==> src/rtl/ap_ctrl_seq_pkg.sv <==
// Shared types and helpers for the ap_ctrl_hs transaction sequencer.
package ap_ctrl_seq_pkg;

  localparam int CNT_W_DEFAULT = 16;

  typedef enum logic [1:0] {
    IDLE  = 2'd0,
    RUN   = 2'd1,
    DRAIN = 2'd2,
    FIN   = 2'd3
  } seq_state_e;

  // Width able to hold 0..max_out inclusive.
  function automatic int clog2_outstanding(input int max_out);
    return (max_out < 1) ? 1 : $clog2(max_out + 1);
  endfunction

endpackage

==> src/rtl/ap_ctrl_txn_counter.sv <==
// Saturating up-counter with synchronous clear; stops at max_i.
module ap_ctrl_txn_counter #(
  parameter int W = 16
) (
  input  logic         clock,
  input  logic         reset,
  input  logic         clr_i,
  input  logic         en_i,
  input  logic [W-1:0] max_i,
  output logic [W-1:0] cnt_o
);

  logic [W-1:0] cnt_q;

  // NOTE: sequential state uses non-blocking assignments so every flop samples pre-edge values.
  always_ff @(posedge clock or posedge reset) begin
    if (reset) begin
      cnt_q <= '0;
    end else if (clr_i) begin
      cnt_q <= '0;
    end else if (en_i && (cnt_q < max_i)) begin
      cnt_q <= cnt_q + W'(1);
    end
  end

  assign cnt_o = cnt_q;

endmodule

==> src/rtl/ap_ctrl_sequencer.sv <==
// Drives ap_ctrl_hs of one HLS kernel for a programmed number of overlapping transactions.
// Optional watchdog: define AP_CTRL_SEQ_WATCHDOG_EN.
module ap_ctrl_sequencer
  import ap_ctrl_seq_pkg::*;
#(
  parameter int CNT_W           = CNT_W_DEFAULT,
  parameter int MAX_OUTSTANDING = 4,
  parameter int WDOG_CYCLES     = 1024
) (
  input  logic             clock,
  input  logic             reset,
  input  logic             cfg_start,
  input  logic [CNT_W-1:0] cfg_count,
  input  logic             cfg_abort,
  input  logic             sink_ready,
  output logic             ap_start,
  input  logic             ap_ready,
  input  logic             ap_done,
  output logic             ap_continue,
  output logic             busy,
  output logic             finish,
  output logic             aborted,
  output logic [CNT_W-1:0] issued_cnt,
  output logic [CNT_W-1:0] done_cnt,
  output logic             err_spurious,
  output logic             err_timeout
);

  localparam int               OUT_W   = clog2_outstanding(MAX_OUTSTANDING);
  localparam logic [OUT_W-1:0] OUT_MAX = OUT_W'(MAX_OUTSTANDING);

  // NOTE: reset asserts asynchronously but is released on a clock edge to avoid recovery violations.
  logic [1:0] rst_sync_q;
  logic       rst_int;

  always_ff @(posedge clock or posedge reset) begin
    if (reset) rst_sync_q <= 2'b11;
    else       rst_sync_q <= {rst_sync_q[0], 1'b0};
  end

  assign rst_int = rst_sync_q[1];

  seq_state_e       state_q;
  logic [CNT_W-1:0] count_q;
  logic [OUT_W-1:0] outstanding_q, outstanding_d;
  logic             aborted_q, err_spurious_q, err_timeout_q;
  logic             active, launch, issue, complete, spurious, last_issue, wdog_hit;

  assign active      = (state_q == RUN) || (state_q == DRAIN);
  assign launch      = (state_q == IDLE) && cfg_start;
  assign ap_continue = active && sink_ready;
  assign complete    = ap_done && ap_continue && (outstanding_q != '0);
  // A done with nothing in flight is an error in any state, even when not acknowledged.
  assign spurious    = ap_done && (outstanding_q == '0);
  assign ap_start    = (state_q == RUN) && (issued_cnt < count_q) &&
                       (outstanding_q < OUT_MAX) && !cfg_abort && !wdog_hit;
  assign issue       = ap_start && ap_ready;
  assign last_issue  = issue && (issued_cnt == count_q - CNT_W'(1));

  // NOTE: every always_comb output gets a default first so no latch is inferred.
  always_comb begin
    outstanding_d = outstanding_q;
    if (issue && !complete)      outstanding_d = outstanding_q + OUT_W'(1);
    else if (!issue && complete) outstanding_d = outstanding_q - OUT_W'(1);
  end

  ap_ctrl_txn_counter #(.W(CNT_W)) u_issued (
    .clock (clock),
    .reset (rst_int),
    .clr_i (launch),
    .en_i  (issue),
    .max_i (count_q),
    .cnt_o (issued_cnt)
  );

  ap_ctrl_txn_counter #(.W(CNT_W)) u_done (
    .clock (clock),
    .reset (rst_int),
    .clr_i (launch),
    .en_i  (complete),
    .max_i (issued_cnt),
    .cnt_o (done_cnt)
  );

`ifdef AP_CTRL_SEQ_WATCHDOG_EN
  logic [CNT_W-1:0] wdog_cnt;
  logic             wdog_run;

  assign wdog_run = active && (outstanding_q != '0);

  ap_ctrl_txn_counter #(.W(CNT_W)) u_wdog (
    .clock (clock),
    .reset (rst_int),
    .clr_i (!wdog_run || complete),
    .en_i  (wdog_run),
    .max_i (CNT_W'(WDOG_CYCLES - 1)),
    .cnt_o (wdog_cnt)
  );

  // Fires on the WDOG_CYCLES-th consecutive cycle with work in flight and no completion.
  assign wdog_hit = wdog_run && !complete && (wdog_cnt == CNT_W'(WDOG_CYCLES - 1));
`else
  assign wdog_hit = 1'b0 & (WDOG_CYCLES > 0);
`endif

  always_ff @(posedge clock or posedge rst_int) begin
    if (rst_int) begin
      state_q        <= IDLE;
      count_q        <= '0;
      outstanding_q  <= '0;
      aborted_q      <= 1'b0;
      err_spurious_q <= 1'b0;
      err_timeout_q  <= 1'b0;
    end else begin
      outstanding_q <= outstanding_d;
      if (spurious) err_spurious_q <= 1'b1;
      case (state_q)
        IDLE: begin
          if (cfg_start) begin
            count_q   <= cfg_count;
            aborted_q <= 1'b0;
            state_q   <= (cfg_count == '0) ? FIN : RUN;
          end
        end
        RUN: begin
          if (wdog_hit) begin
            err_timeout_q <= 1'b1;
            aborted_q     <= 1'b1;
            state_q       <= FIN;
          end else if (cfg_abort) begin
            aborted_q <= (issued_cnt < count_q);
            state_q   <= DRAIN;
          end else if (last_issue) begin
            state_q <= DRAIN;
          end
        end
        DRAIN: begin
          if (wdog_hit) begin
            err_timeout_q <= 1'b1;
            aborted_q     <= 1'b1;
            state_q       <= FIN;
          end else if (outstanding_d == '0) begin
            state_q <= FIN;
          end
        end
        FIN:     state_q <= IDLE;
        default: state_q <= IDLE;
      endcase
    end
  end

  assign busy         = (state_q != IDLE);
  assign finish       = (state_q == FIN);
  assign aborted      = aborted_q;
  assign err_spurious = err_spurious_q;
  assign err_timeout  = err_timeout_q;

endmodule

==> config.mk <==
export PLATFORM = sky130hd
export DESIGN_NAME = ap_ctrl_sequencer
export DESIGN_NICKNAME = d
export VERILOG_FILES = /design/src/rtl/ap_ctrl_seq_pkg.sv /design/src/rtl/ap_ctrl_txn_counter.sv /design/src/rtl/ap_ctrl_sequencer.sv
export SDC_FILE = /design/constraint.sdc
export NUM_CORES = 1
export LEC_CHECK = 0
export BUFFER_PORTS_ARGS = -buffer_cell sky130_fd_sc_hd__buf_2
export CORE_ASPECT_RATIO = 1.25
export CORE_UTILIZATION = 62
export DETAILED_ROUTE_END_ITERATION = 10
export GPL_TIMING_DRIVEN = 1
export PLACE_DENSITY = 0.95
export RECOVER_POWER = 25
export SYNTH_ARGS = -nofsm -noshare
export SYNTH_HDL_FRONTEND = slang
export SYNTH_SLANG_ARGS = --single-unit
==> constraint.sdc <==
create_clock -name clock -period 4.6 [get_ports clock]
set_clock_uncertainty 0.15 [all_clocks]
set_input_delay 0.69 -clock clock [delete_from_list [all_inputs] [get_ports clock]]
set_output_delay 0.69 -clock clock [all_outputs]
set_load 0.005 [all_outputs]
==> impl_results.md <==
- Status: finished with violations
- Failing checks: max-capacitance violations, max-slew violations
- Slew HR: -0.999
- Final min period: 3610 ps
- Crit path DAT: 3690 ps
- Die Width: 74.4 µm
- Slowest Stage Delay on Critical Path: 530 ps
- Critical path's top delay family: compound AO/OA/AOI/OAI gates
- Post-DP Area: 4430 µm²
- Gr ovfl total: 0
- Area growth syn-to-layout: 13.1%
- GRT Total Usage: 0.324
- Synth warn: 0
- Final cycle utilization of the critical path: 0.785
- Number of enable flip-flop cells after synthesis: 0
- Cell Rows: 32
- Hold WS: 198 ps
- Clk pin slew, worst setup/hold paths: 70 ps
- Routed Antenna Nets: 0
- CTS root buf: clkbuf_8
- IO Count: 62
- # H-tree levels: 3
- CP required: 4680 ps
- Crit path buf inv count: 1
- Worst-path cell chain: inv_1 > ha_1 > a21o_1 > a211oi_1 > nand3_1 > a21oi_2 > or2_1 > nand2_1 > or4_1 > a311o_1 > mux2i_1
- Pin count of the biggest net entering global routing: 62
- Power per standard cell area: 449 nW/µm²
- Chip height: 92.5 µm
- Gpl congestion: 0.928
- Ys flop type: dfrtp_1
- Nets: 599
- Initial Utilization: 0.651
- Initial antenna violation count: 0
- Routed len/inst: 16.3 µm
- Global-route wire length before repair: 16900 µm
- Fin. Hold Viols: 0
- TritonCTS clock tree: yes
- Hold_buf cts: 0
- Residual DRC: 0
- Post-synthesis sequential area ratio: 0.352
- Post-route setup TNS: 0 ps
- HPWL after DPL: 7520 µm
- Worst Max-Slew Pin Slew: 3000 ps
- Synthesized cell area: 4060 µm²
- Crit-path slowest cell: a21oi_2
- Max-cap viol count: 1
- FF+latch count, synth: 57
- Number of DRC markers in iteration 0: 316
- WL final: 10200 µm
- HP Class: in -> async
- Vias in the first global route: 3782
- Clock latency on the worst-skew pair: 350 ps
- Post-synth ARST share: 1.00
- Post-CTS setup buffer count: 0
- Clock sink count: 57
- Number of port buffers: 60
- Avg Inst Size Synth: 8.59 µm²
- Num CTS Buffers: 9
- Worst vdd rail ir drop: 0.323 mV
- Kind of critical path: reg -> reg
- Final setup fails: 0
- RSZ-0062 raised after global routing: false
- Detail-routed via count per cell: 5.94
- Post_cts resized: 0
- Reg2reg setup slack: 990 ps
- Leak pwr: 2.21 nW
- Crit path launch type: flop
- Fmax: 0.277 GHz
- Layout fillers: 475
- Post-synth cell types: 50
- DRT Pass-1 Iters: 5
- Die area: 6880 µm²
- Core ar.: 6250 µm²
- Share of layout cells above drive strength 1: 0.158
- ANT cells: 0
- Vias: 3705
- Post-Synthesis Cells: 473
- Clock buffer depth: 2
- Max Slew Vio Count: 56
- Worst Setup End Kind: flop
- Crit path max fanout: 14
- Final instance area: 4600 µm²
-- worst register-to-register path: stages, from the launching register on --
cell and delay [ps]:
dfrtp_1 460, inv_1 120, ha_1 310, a21o_1 180, a211oi_1 300, nand3_1 170
a21oi_2 530, or2_1 240, nand2_1 100, or4_1 410, a311o_1 400, mux2i_1 130
-- per-stage QoR --
| step | instances | worst slack, ps | util | power, mW |
|---|---|---|---|---|
| CTS | 624 | 997 | 0.736 | 2.06 |
| global route | 624 | 744 | 0.736 | 2.21 |
| detailed placement | 608 | 1110 | 0.709 | 1.62 |
| floorplan | 474 | 1740 | - | 1.38 |
| global placement | 608 | 1270 | 0.709 | 1.56 |
| finish | 624 | 988 | 0.736 | 2.07 |
-- sequential cells by signal, summed over array words and instances, names as in the netlist --
register / cells
rst_sync_q: 2
u_done.cnt_o: 16
err_spurious: 1
outstanding_q: 3
state_q: 2
aborted: 1
u_issued.cnt_o: 16
count_q: 16
-- metal layers --
layer / part of all wire / track usage
met4: 0.040 / 0.189
met5: 0 / 0
met3: 0.064 / 0.0773
met2: 0.50 / 0.538
met1: 0.40 / 0.372
-- cell usage after synthesis, types with 2 or more instances --
cell,instances,area [µm²]
o21ai_0,40,200
nor4_1,10,62.6
and2_1,9,56.3
or4_1,4,30.0
a21o_1,8,60.1
nand2b_1,3,18.8
o21ai_1,3,15.0
nor4_4,2,42.5
a211oi_1,2,15.0
and4_1,2,17.5
and3_1,5,31.3
o21a_1,7,52.6
dfstp_2,2,52.6
nor2_1,28,105
a31oi_1,3,18.8
ha_1,42,526
nand3_1,18,90.1
o211ai_1,2,15.0
nor2b_1,2,12.5
o2111ai_1,3,26.3
or3_1,13,81.3
xor2_1,9,78.8
a21oi_1,30,150
nand2_1,48,180
dfrtp_1,55,1380
clkbuf_1,9,33.8
xnor2_1,28,245
o31ai_1,3,22.5
inv_1,45,169
nand4_1,9,56.3
nor3_1,8,40.0
mux2i_1,3,30.0
-- kinds of logic after synthesis --
| kind of cell | count (synthesis) | synth area share |
|---|---|---|
| AOI/OAI and AO/OA | 109 | 0.160 |
| and+or+nand+nor | 167 | 0.215 |
| muxes | 3 | 0.00739 |
| adders and majority gates | 42 | 0.129 |
| other | 1 | 0.000923 |
| buffers and inverters | 57 | 0.0557 |
| DFF | 57 | 0.352 |
| xor gates and xnor gates | 37 | 0.0797 |
-- layout by cell type, fill, tap and decap left out, types with 2 or more instances in the layout --
cell        n
nor3_1      8
ha_1       42
xor2_1      9
and4_1      2
clkbuf_1    3
a31oi_1     3
nand4_1     9
clkbuf_8   11
conb_1      2
a21oi_1    30
mux2i_1     3
clkinv_2    3
dfrtp_1    55
o31ai_1     3
a21o_1      8
and3_1      5
nor2b_1     2
o2111ai_1   3
dfstp_2     2
nor2_1     28
o21ai_0    40
o211ai_1    2
inv_1      45
buf_2      60
or3_1      13
o21a_1      7
or4_1       4
nor4_4      2
and2_1      8
nand2b_1    3
nand3_1    18
nor4_1     10
xnor2_1    28
o21ai_1     3
a211oi_1    2
nand2_1    48
-- report_power, final --
group / internal [mW] / switching [mW] / total (mW)
Combinational: 0.349 / 0.547 / 0.897
Sequential: 0.609 / 0.133 / 0.742
Clock: 0.222 / 0.204 / 0.427
Total: 1.18 / 0.885 / 2.07
-- final timing paths --
path	start	cells after the start	to
max	count_q[6]	11	state_q[1]
min	reset	2	rst_sync_q[0]
max reg2reg	count_q[6]	11	state_q[1]
min reg2reg	rst_sync_q[0]	0	rst_sync_q[1]
max in group asynchronous	rst_sync_q[1]	2	u_done.cnt_o[8]
min in group clock	rst_sync_q[0]	0	rst_sync_q[1]
-- area by class of cell --
cell class                 instances  area [µm²]  share of cell area
clock buffer                      13         159              0.0346
sequential                        57        1430               0.311
multi-input combinational        360        2410               0.525
timing repair buffer              61         304              0.0662
clock inverter                     3        15.0             0.00327
inverter                          45         169              0.0368
tap                               85         106              0.0231
No activity file was read; power rests on OpenSTA's default activity.
